$ cat src/rtl/tilt_servo_ctrl_if.sv
// Tilt input / servo output bundle between the accelerometer front-end and the servo controller.
// Controller side uses the slave modport; the stimulus / upstream side uses master.
interface tilt_servo_ctrl_if;
  logic signed [9:0]  x_in;
  logic signed [9:0]  y_in;
  logic               pwm_x;
  logic               pwm_y;
  logic        [11:0] pulse_x_us;
  logic        [11:0] pulse_y_us;
  logic               ready;

  modport master (
    output x_in, y_in,
    input  pwm_x, pwm_y, pulse_x_us, pulse_y_us, ready
  );

  modport slave (
    input  x_in, y_in,
    output pwm_x, pwm_y, pulse_x_us, pulse_y_us, ready
  );
endinterface

$ cat src/rtl/tilt_servo_ctrl.sv
// Tilt -> dual RC-servo PWM: moving average, deadband/clamp, linear map, per-frame slew (TILT_SERVO_SLEW_EN).
// Latency: target registered 1 cycle after a sample tick; pulse width changes only at frame boundaries.
// Backpressure: none; inputs are sampled free-running on the sample tick, outputs are level signals.
module tilt_servo_ctrl #(
  parameter int CLK_FREQ     = 50_000_000,
  parameter int SAMPLE_FREQ  = 100,
  parameter int AVG_LOG2     = 2,
  parameter int FRAME_US     = 20000,
  parameter int PULSE_MIN_US = 1000,
  parameter int PULSE_MAX_US = 2000,
  parameter int DEADBAND     = 8,
  parameter int SLEW_US      = 10
) (
  input  logic               clk,
  input  logic               rst,
  tilt_servo_ctrl_if.slave   bus
);

  localparam int US_DIV   = CLK_FREQ / 1_000_000;
  localparam int SAMP_DIV = CLK_FREQ / SAMPLE_FREQ;
  localparam int USW      = $clog2(US_DIV + 1);
  localparam int SDW      = $clog2(SAMP_DIV + 1);
  localparam int FW       = $clog2(FRAME_US + 1);
  localparam int AVG_N    = 2 ** AVG_LOG2;
  localparam int SUMW     = 10 + AVG_LOG2;
  localparam int FCW      = AVG_LOG2 + 1;
  localparam int HALF     = (PULSE_MAX_US - PULSE_MIN_US) / 2;
  localparam logic [11:0]        CENTER   = 12'((PULSE_MIN_US + PULSE_MAX_US) / 2);
  localparam logic signed [9:0]  TILT_LIM = 10'sd256;
  localparam logic signed [9:0]  DB       = 10'(DEADBAND);

`ifdef TILT_SERVO_SLEW_EN
  localparam bit SLEW_EN = 1'b1;
`else
  localparam bit SLEW_EN = 1'b0;
`endif
  // Without slew limiting the step bound is the full range, so the pulse lands on target in one frame.
  localparam logic [11:0]        SLEW_STEP = 12'(SLEW_EN ? SLEW_US : PULSE_MAX_US);
  localparam logic signed [12:0] SLEW_LIM  = {1'b0, SLEW_STEP};

  typedef enum logic {S_FILL, S_RUN} state_t;

  state_t                  state;
  logic [FCW-1:0]          fill_cnt;
  logic                    ready_q;
  logic [USW-1:0]          us_cnt;
  logic [SDW-1:0]          samp_cnt;
  logic [FW-1:0]           frame_cnt;
  logic [FW-1:0]           frame_nxt;
  logic                    us_tick;
  logic                    samp_tick;
  logic                    samp_d;
  logic                    frame_wrap;
  logic signed [9:0]       din      [2];
  logic signed [9:0]       tap      [2][AVG_N];
  logic signed [SUMW-1:0]  sum      [2];
  logic signed [9:0]       avg      [2];
  logic [11:0]             target   [2];
  logic [11:0]             pulse    [2];
  logic [11:0]             pulse_nxt[2];
  logic [11:0]             pulse_sel[2];
  logic signed [12:0]      diff     [2];
  logic [1:0]              pwm;

  function automatic logic [11:0] map_tilt(input logic signed [9:0] a);
    logic signed [9:0]  c;
    logic signed [19:0] prod;
    if (a > TILT_LIM)       c = TILT_LIM;
    else if (a < -TILT_LIM) c = -TILT_LIM;
    else                    c = a;
    if (c > -DB && c < DB)  c = '0;
    prod = 20'(c) * 20'(HALF);
    return CENTER + 12'(prod >>> 8);
  endfunction

  assign din[0]     = bus.x_in;
  assign din[1]     = bus.y_in;
  assign us_tick    = (us_cnt == USW'(US_DIV - 1));
  assign samp_tick  = (samp_cnt == SDW'(SAMP_DIV - 1));
  assign frame_wrap = us_tick && (frame_cnt == FW'(FRAME_US - 1));
  assign frame_nxt  = frame_wrap ? '0 : (us_tick ? frame_cnt + 1'b1 : frame_cnt);

  always_comb begin
    for (int a = 0; a < 2; a++) begin
      avg[a]  = 10'(sum[a] >>> AVG_LOG2);
      diff[a] = $signed({1'b0, target[a]}) - $signed({1'b0, pulse[a]});
      if (diff[a] > SLEW_LIM)       pulse_nxt[a] = pulse[a] + SLEW_STEP;
      else if (diff[a] < -SLEW_LIM) pulse_nxt[a] = pulse[a] - SLEW_STEP;
      else                          pulse_nxt[a] = target[a];
      pulse_sel[a] = frame_wrap ? pulse_nxt[a] : pulse[a];
    end
  end

  always_ff @(posedge clk or negedge rst) begin
    if (!rst) begin
      us_cnt   <= '0;
      samp_cnt <= '0;
      samp_d   <= 1'b0;
    end else begin
      us_cnt   <= us_tick ? '0 : us_cnt + 1'b1;
      samp_cnt <= samp_tick ? '0 : samp_cnt + 1'b1;
      samp_d   <= samp_tick;
    end
  end

  always_ff @(posedge clk or negedge rst) begin
    if (!rst) begin
      for (int a = 0; a < 2; a++) begin
        sum[a] <= '0;
        for (int i = 0; i < AVG_N; i++) tap[a][i] <= '0;
      end
    end else if (samp_tick) begin
      for (int a = 0; a < 2; a++) begin
        sum[a]    <= sum[a] + {{AVG_LOG2{din[a][9]}}, din[a]}
                            - {{AVG_LOG2{tap[a][AVG_N-1][9]}}, tap[a][AVG_N-1]};
        tap[a][0] <= din[a];
        for (int i = 1; i < AVG_N; i++) tap[a][i] <= tap[a][i-1];
      end
    end
  end

  always_ff @(posedge clk or negedge rst) begin
    if (!rst) begin
      state    <= S_FILL;
      fill_cnt <= '0;
      ready_q  <= 1'b0;
    end else begin
      case (state)
        S_FILL: if (samp_tick) begin
          if (fill_cnt == FCW'(AVG_N - 1)) begin
            state   <= S_RUN;
            ready_q <= 1'b1;
          end else begin
            fill_cnt <= fill_cnt + 1'b1;
          end
        end
        S_RUN:   ready_q <= 1'b1;
        default: state   <= S_FILL;
      endcase
    end
  end

  // pwm is registered from next-state values so it lines up with frame_cnt and drops to 0 in reset.
  always_ff @(posedge clk or negedge rst) begin
    if (!rst) begin
      frame_cnt <= '0;
      pwm       <= '0;
      for (int a = 0; a < 2; a++) begin
        target[a] <= CENTER;
        pulse[a]  <= CENTER;
      end
    end else begin
      frame_cnt <= frame_nxt;
      for (int a = 0; a < 2; a++) begin
        if (samp_d && state == S_RUN) target[a] <= map_tilt(avg[a]);
        if (frame_wrap)               pulse[a]  <= pulse_nxt[a];
        pwm[a] <= (32'(frame_nxt) < 32'(pulse_sel[a]));
      end
    end
  end

  assign bus.pwm_x      = pwm[0];
  assign bus.pwm_y      = pwm[1];
  assign bus.pulse_x_us = pulse[0];
  assign bus.pulse_y_us = pulse[1];
  assign bus.ready      = ready_q;

endmodule
$ cat src/flat_wrapper.sv
// flat-port wrapper written by rule: the top's interface ports become plain ports
module tilt_servo_ctrl_flat 
#(
  parameter int CLK_FREQ     = 50_000_000,
  parameter int SAMPLE_FREQ  = 100,
  parameter int AVG_LOG2     = 2,
  parameter int FRAME_US     = 20000,
  parameter int PULSE_MIN_US = 1000,
  parameter int PULSE_MAX_US = 2000,
  parameter int DEADBAND     = 8,
  parameter int SLEW_US      = 10
)
  (clk, rst, bus_x_in, bus_y_in, bus_pwm_x, bus_pwm_y, bus_pulse_x_us, bus_pulse_y_us, bus_ready);
  tilt_servo_ctrl_if bus_i ();
  input  logic clk;
  input  logic rst;
  input wire logic [$bits(bus_i.x_in)-1:0] bus_x_in;
  input wire logic [$bits(bus_i.y_in)-1:0] bus_y_in;
  output wire logic [$bits(bus_i.pwm_x)-1:0] bus_pwm_x;
  output wire logic [$bits(bus_i.pwm_y)-1:0] bus_pwm_y;
  output wire logic [$bits(bus_i.pulse_x_us)-1:0] bus_pulse_x_us;
  output wire logic [$bits(bus_i.pulse_y_us)-1:0] bus_pulse_y_us;
  output wire logic [$bits(bus_i.ready)-1:0] bus_ready;
  assign bus_i.x_in = bus_x_in;
  assign bus_i.y_in = bus_y_in;
  assign bus_pwm_x = bus_i.pwm_x;
  assign bus_pwm_y = bus_i.pwm_y;
  assign bus_pulse_x_us = bus_i.pulse_x_us;
  assign bus_pulse_y_us = bus_i.pulse_y_us;
  assign bus_ready = bus_i.ready;
  tilt_servo_ctrl #(.CLK_FREQ(CLK_FREQ), .SAMPLE_FREQ(SAMPLE_FREQ), .AVG_LOG2(AVG_LOG2), .FRAME_US(FRAME_US), .PULSE_MIN_US(PULSE_MIN_US), .PULSE_MAX_US(PULSE_MAX_US), .DEADBAND(DEADBAND), .SLEW_US(SLEW_US)) u_core (.clk(clk), .rst(rst), .bus(bus_i));
endmodule
$ cat config.mk
export PLATFORM = sky130hd
export DESIGN_NAME = tilt_servo_ctrl_flat
export DESIGN_NICKNAME = d
export VERILOG_FILES = /design/src/rtl/tilt_servo_ctrl_if.sv /design/src/rtl/tilt_servo_ctrl.sv /design/src/flat_wrapper.sv
export SDC_FILE = /design/constraint.sdc
export NUM_CORES = 1
export LEC_CHECK = 0
export CAP_MARGIN = 20
export CORE_MARGIN = 4
export CORE_UTILIZATION = 51
export DETAILED_ROUTE_END_ITERATION = 8
export HOLD_SLACK_MARGIN = 0.02
export PLACE_DENSITY_LB_ADDON = 0.25
export SYNTH_ARGS = -nofsm -noshare
export SYNTH_HDL_FRONTEND = slang
export SYNTH_SLANG_ARGS = --single-unit
$ cat constraint.sdc
create_clock -name clk -period 11.1 [get_ports clk]
set_clock_uncertainty 0.2 [all_clocks]
set_input_delay 2.22 -clock clk [delete_from_list [all_inputs] [get_ports clk]]
set_output_delay 2.22 -clock clk [all_outputs]
set_load 0.02 [all_outputs]
==> flow_metrics.tcl <==
set metrics [dict create \
    outcome "completed" \
    synth_edf_count 0 \
    n_antenna_cell 0 \
    synth_ff_type "dfrtp_1" \
    hp-class "reg2reg" \
    ctsResizeCount 0 \
    dieArea_mm2 0.0355 \
    cts_setup_buffers 0 \
    use_met3_pct 2.22 \
    ys_seq_area_share_pct 30.4 \
    ios 49 \
    mostFrequentLayoutCell "nand2_1" \
    drtIter0Drc 656 \
    ys_warn_count 0 \
    fin_crit_ns 7.23 \
    core_region_area_mm2 0.0318 \
    fin_cells 2409 \
    wire_per_inst_um 13.4 \
    cts_tree "yes" \
    rows 65 \
    die_h_um 188 \
    worstPathArrival_ns 7.38 \
    vias 12700 \
    postCtsHoldBufs 0 \
    ys_types 87 \
    netlist_instances 1934 \
    tightestPinTransition_ns 1.02 \
    numCtsBuffers 17 \
    worstPathMaxFanout 8 \
    power_density_mw_per_mm2 79.5 \
    drt_first_pass_iters 5 \
    ir_worst_vdd_uv 112 \
    crit_end "u_core.target[23]" \
    fmax_ghz 0.138 \
    antenna_left 0 \
    slew_viol_final 0 \
    grt_max_degree 96 \
    clk_latency_ns 0.45 \
    clk_path_buf_depth 2 \
    synth_area_leaders "dfrtp_1 (26%), ha_1 (12%), fa_1 (10%), nand2_1 (7.2%), inv_1 (7.2%)" \
    r2r_cells 23 \
    port_buffers 48 \
    grt_util_met2_pct 31.6 \
    first_global_vias 12400 \
    drive_above_1_share_pct 5.47 \
    initial_utilization_pct 52.2 \
    final_core_util_pct 56.8 \
    busiest_layer "met2" \
    dp_cells 2377 \
    cts_num_sinks 200 \
    rrSetupSlack_ns 3.87 \
    h-tree-depth 4 \
    hold_violations 0 \
    routabilityCongestion 0.859 \
    antenna_found_initial 0 \
    root_buffer "clkbuf_16" \
    synth_area_per_cell_um2 8.58 \
    fin_crit_sh_pct 65.2 \
    dieWidth_um 188 \
    setup_tns_ns 0 \
    slew_headroom_pct 32.0 \
    critPathLaunch "u_core.avg[12]" \
    grt_pass1_wl_um 57100 \
    p_switching_uw 361 \
    reg2reg_from "u_core.avg[12]" \
    viasPerCell 5.28 \
    path_class "reg2reg" \
    p_int_mw 1.07 \
    timing.rr.end "u_core.target[23]" \
    leakagePower_nw 9.29 \
    critical_path_required_ns 11.25 \
    clkTransAtPathRegs_ns 0.07 \
    met1_usage_pct 26.1 \
    yosysTopAreaCell "dfrtp_1" \
    fin_nets 2223 \
    power_frac_seq_pct 50.9 \
    synthArstFlopShare_pct 100 \
    track_usage_pct 18.8 \
    route.detailed.drc 0 \
    place_hpwl_um 25100 \
    layout_common_cells "nand2_1 (320), inv_1 (319), dfrtp_1 (172)" \
    drt_wl_total_um 32400 \
    end_kind "flip-flop" \
    cp-start-kind "flip-flop" \
    switching_share_pct 25.2 \
    synth_top_area_share_pct 25.9 \
    grt-ovfl-total 0 \
    drv_cap 0 \
    syn_area_mm2 0.0166 \
    pwr-share-comb_pct 7.6 \
    rsz0062_at_grt "false" \
    p_clk_share_pct 41.5 \
    area_delta_synth_final_pct 8.80 \
    yosys_register_bits 200 \
    setup_viol 0 \
    holdWs_ns 0.267 \
]
==> worst max-delay path: stages (launching register included) <==
cell and delay (ns):
dfrtp_1 0.43, nor3_1 0.26, nor3_1 0.09, nand2b_1 0.38, a21o_1 0.31, a21oi_1 0.51
inv_1 0.13, fa_1 0.52, inv_1 0.05, fa_1 0.46, fa_1 0.54, inv_1 0.06
fa_1 0.53, inv_1 0.04, ha_1 0.39, a21o_1 0.21, a21oi_1 0.21, o2111ai_1 0.26
a31oi_1 0.42, mux2i_1 0.45, o2111ai_1 0.22, nand4_1 0.16, o22ai_1 0.07, o31ai_1 0.23
==> sequential cells by signal, summed over array words and instances, names as in the netlist, 6 cells and up <==
signal                 count
u_core.us_cnt              6
u_core.target             24
u_core.bus.pulse_x_us     12
u_core.frame_cnt          15
u_core.samp_cnt           19
u_core.tap                80
u_core.avg                20
u_core.bus.pulse_y_us     12
==> layer usage <==
layer / vias up / routed length (um)
li1: 6467 / -
met1: 5988 / 15600
met2: 226 / 15200
met3: 34 / 1140
met4: 0 / 483
met5: - / 0
==> cell families after synthesis <==
group | after synthesis | synth area share (%)
compound gates | 352 | 14.4
xor+xnor | 95 | 5.01
fa+ha+maj | 240 | 22.0
buf+inv | 371 | 8.41
flops | 200 | 30.4
mux | 35 | 2.22
other cells | 1 | 0.0226
simple gates | 640 | 17.6
==> cell type report <==
| class | instances | area (um2) |
|---|---|---|
| Clock buffer | 20 | 447 |
| Clock inverter | 12 | 113 |
| Fill cell | 2846 | 13700 |
| Inverter | 321 | 1200 |
| Multi-Input combinational cell | 1366 | 10200 |
| Sequential cell | 200 | 5040 |
| Tap cell | 435 | 544 |
| Timing Repair Buffer | 55 | 537 |
==> cell usage after synthesis (33+ instances only) <==
cell	n
ha_1	154
o21ai_0	105
nand2_1	320
a21oi_1	54
nor2_1	95
inv_1	319
a21o_1	33
nand3_1	52
dfrtp_1	172
fa_1	86
clkbuf_1	41
xor2_1	43
xnor2_1	52
==> metrics by stage <==
| stage | power (mW) | cell area (um2) | setup slack, ns |
|---|---|---|---|
| 6_report | 1.43 | 18100 | 3.87 |
| 3_5_place_dp | 0.855 | 17500 | 3.84 |
| 4_1_cts | 1.46 | 18100 | 3.81 |
| 5_1_grt | 1.50 | 18100 | 3.27 |
| 3_3_place_gp | 0.852 | 17500 | 4.04 |
| 2_1_floorplan | 0.817 | 16600 | 4.54 |
==> power groups by stage <==
| stage | clock network (mW) | logic (mW) | registers [mW] |
|---|---|---|---|
| after floorplan | 0 | 0.0735 | 0.743 |
| after global placement | 0 | 0.108 | 0.744 |
| after detailed placement | 0 | 0.111 | 0.744 |
| after CTS | 0.614 | 0.112 | 0.730 |
| after global routing | 0.646 | 0.128 | 0.730 |
| final | 0.596 | 0.109 | 0.730 |
==> worst min path at each step <==
stage,from,endpoint,slack (ns),cells past startpoint
final,u_core.tap[34],u_core.tap[24],0.27,2
after global routing,u_core.tap[32],u_core.tap[22],0.29,2
after CTS,u_core.samp_d,u_core.target[20],0.27,1
after detailed placement,u_core.tap[62],u_core.tap[52],0.25,2
after global placement,u_core.samp_d,u_core.target[20],0.24,1
after floorplan,u_core.samp_d,u_core.target[20],0.22,1
(Power assumes the default switching activity.)
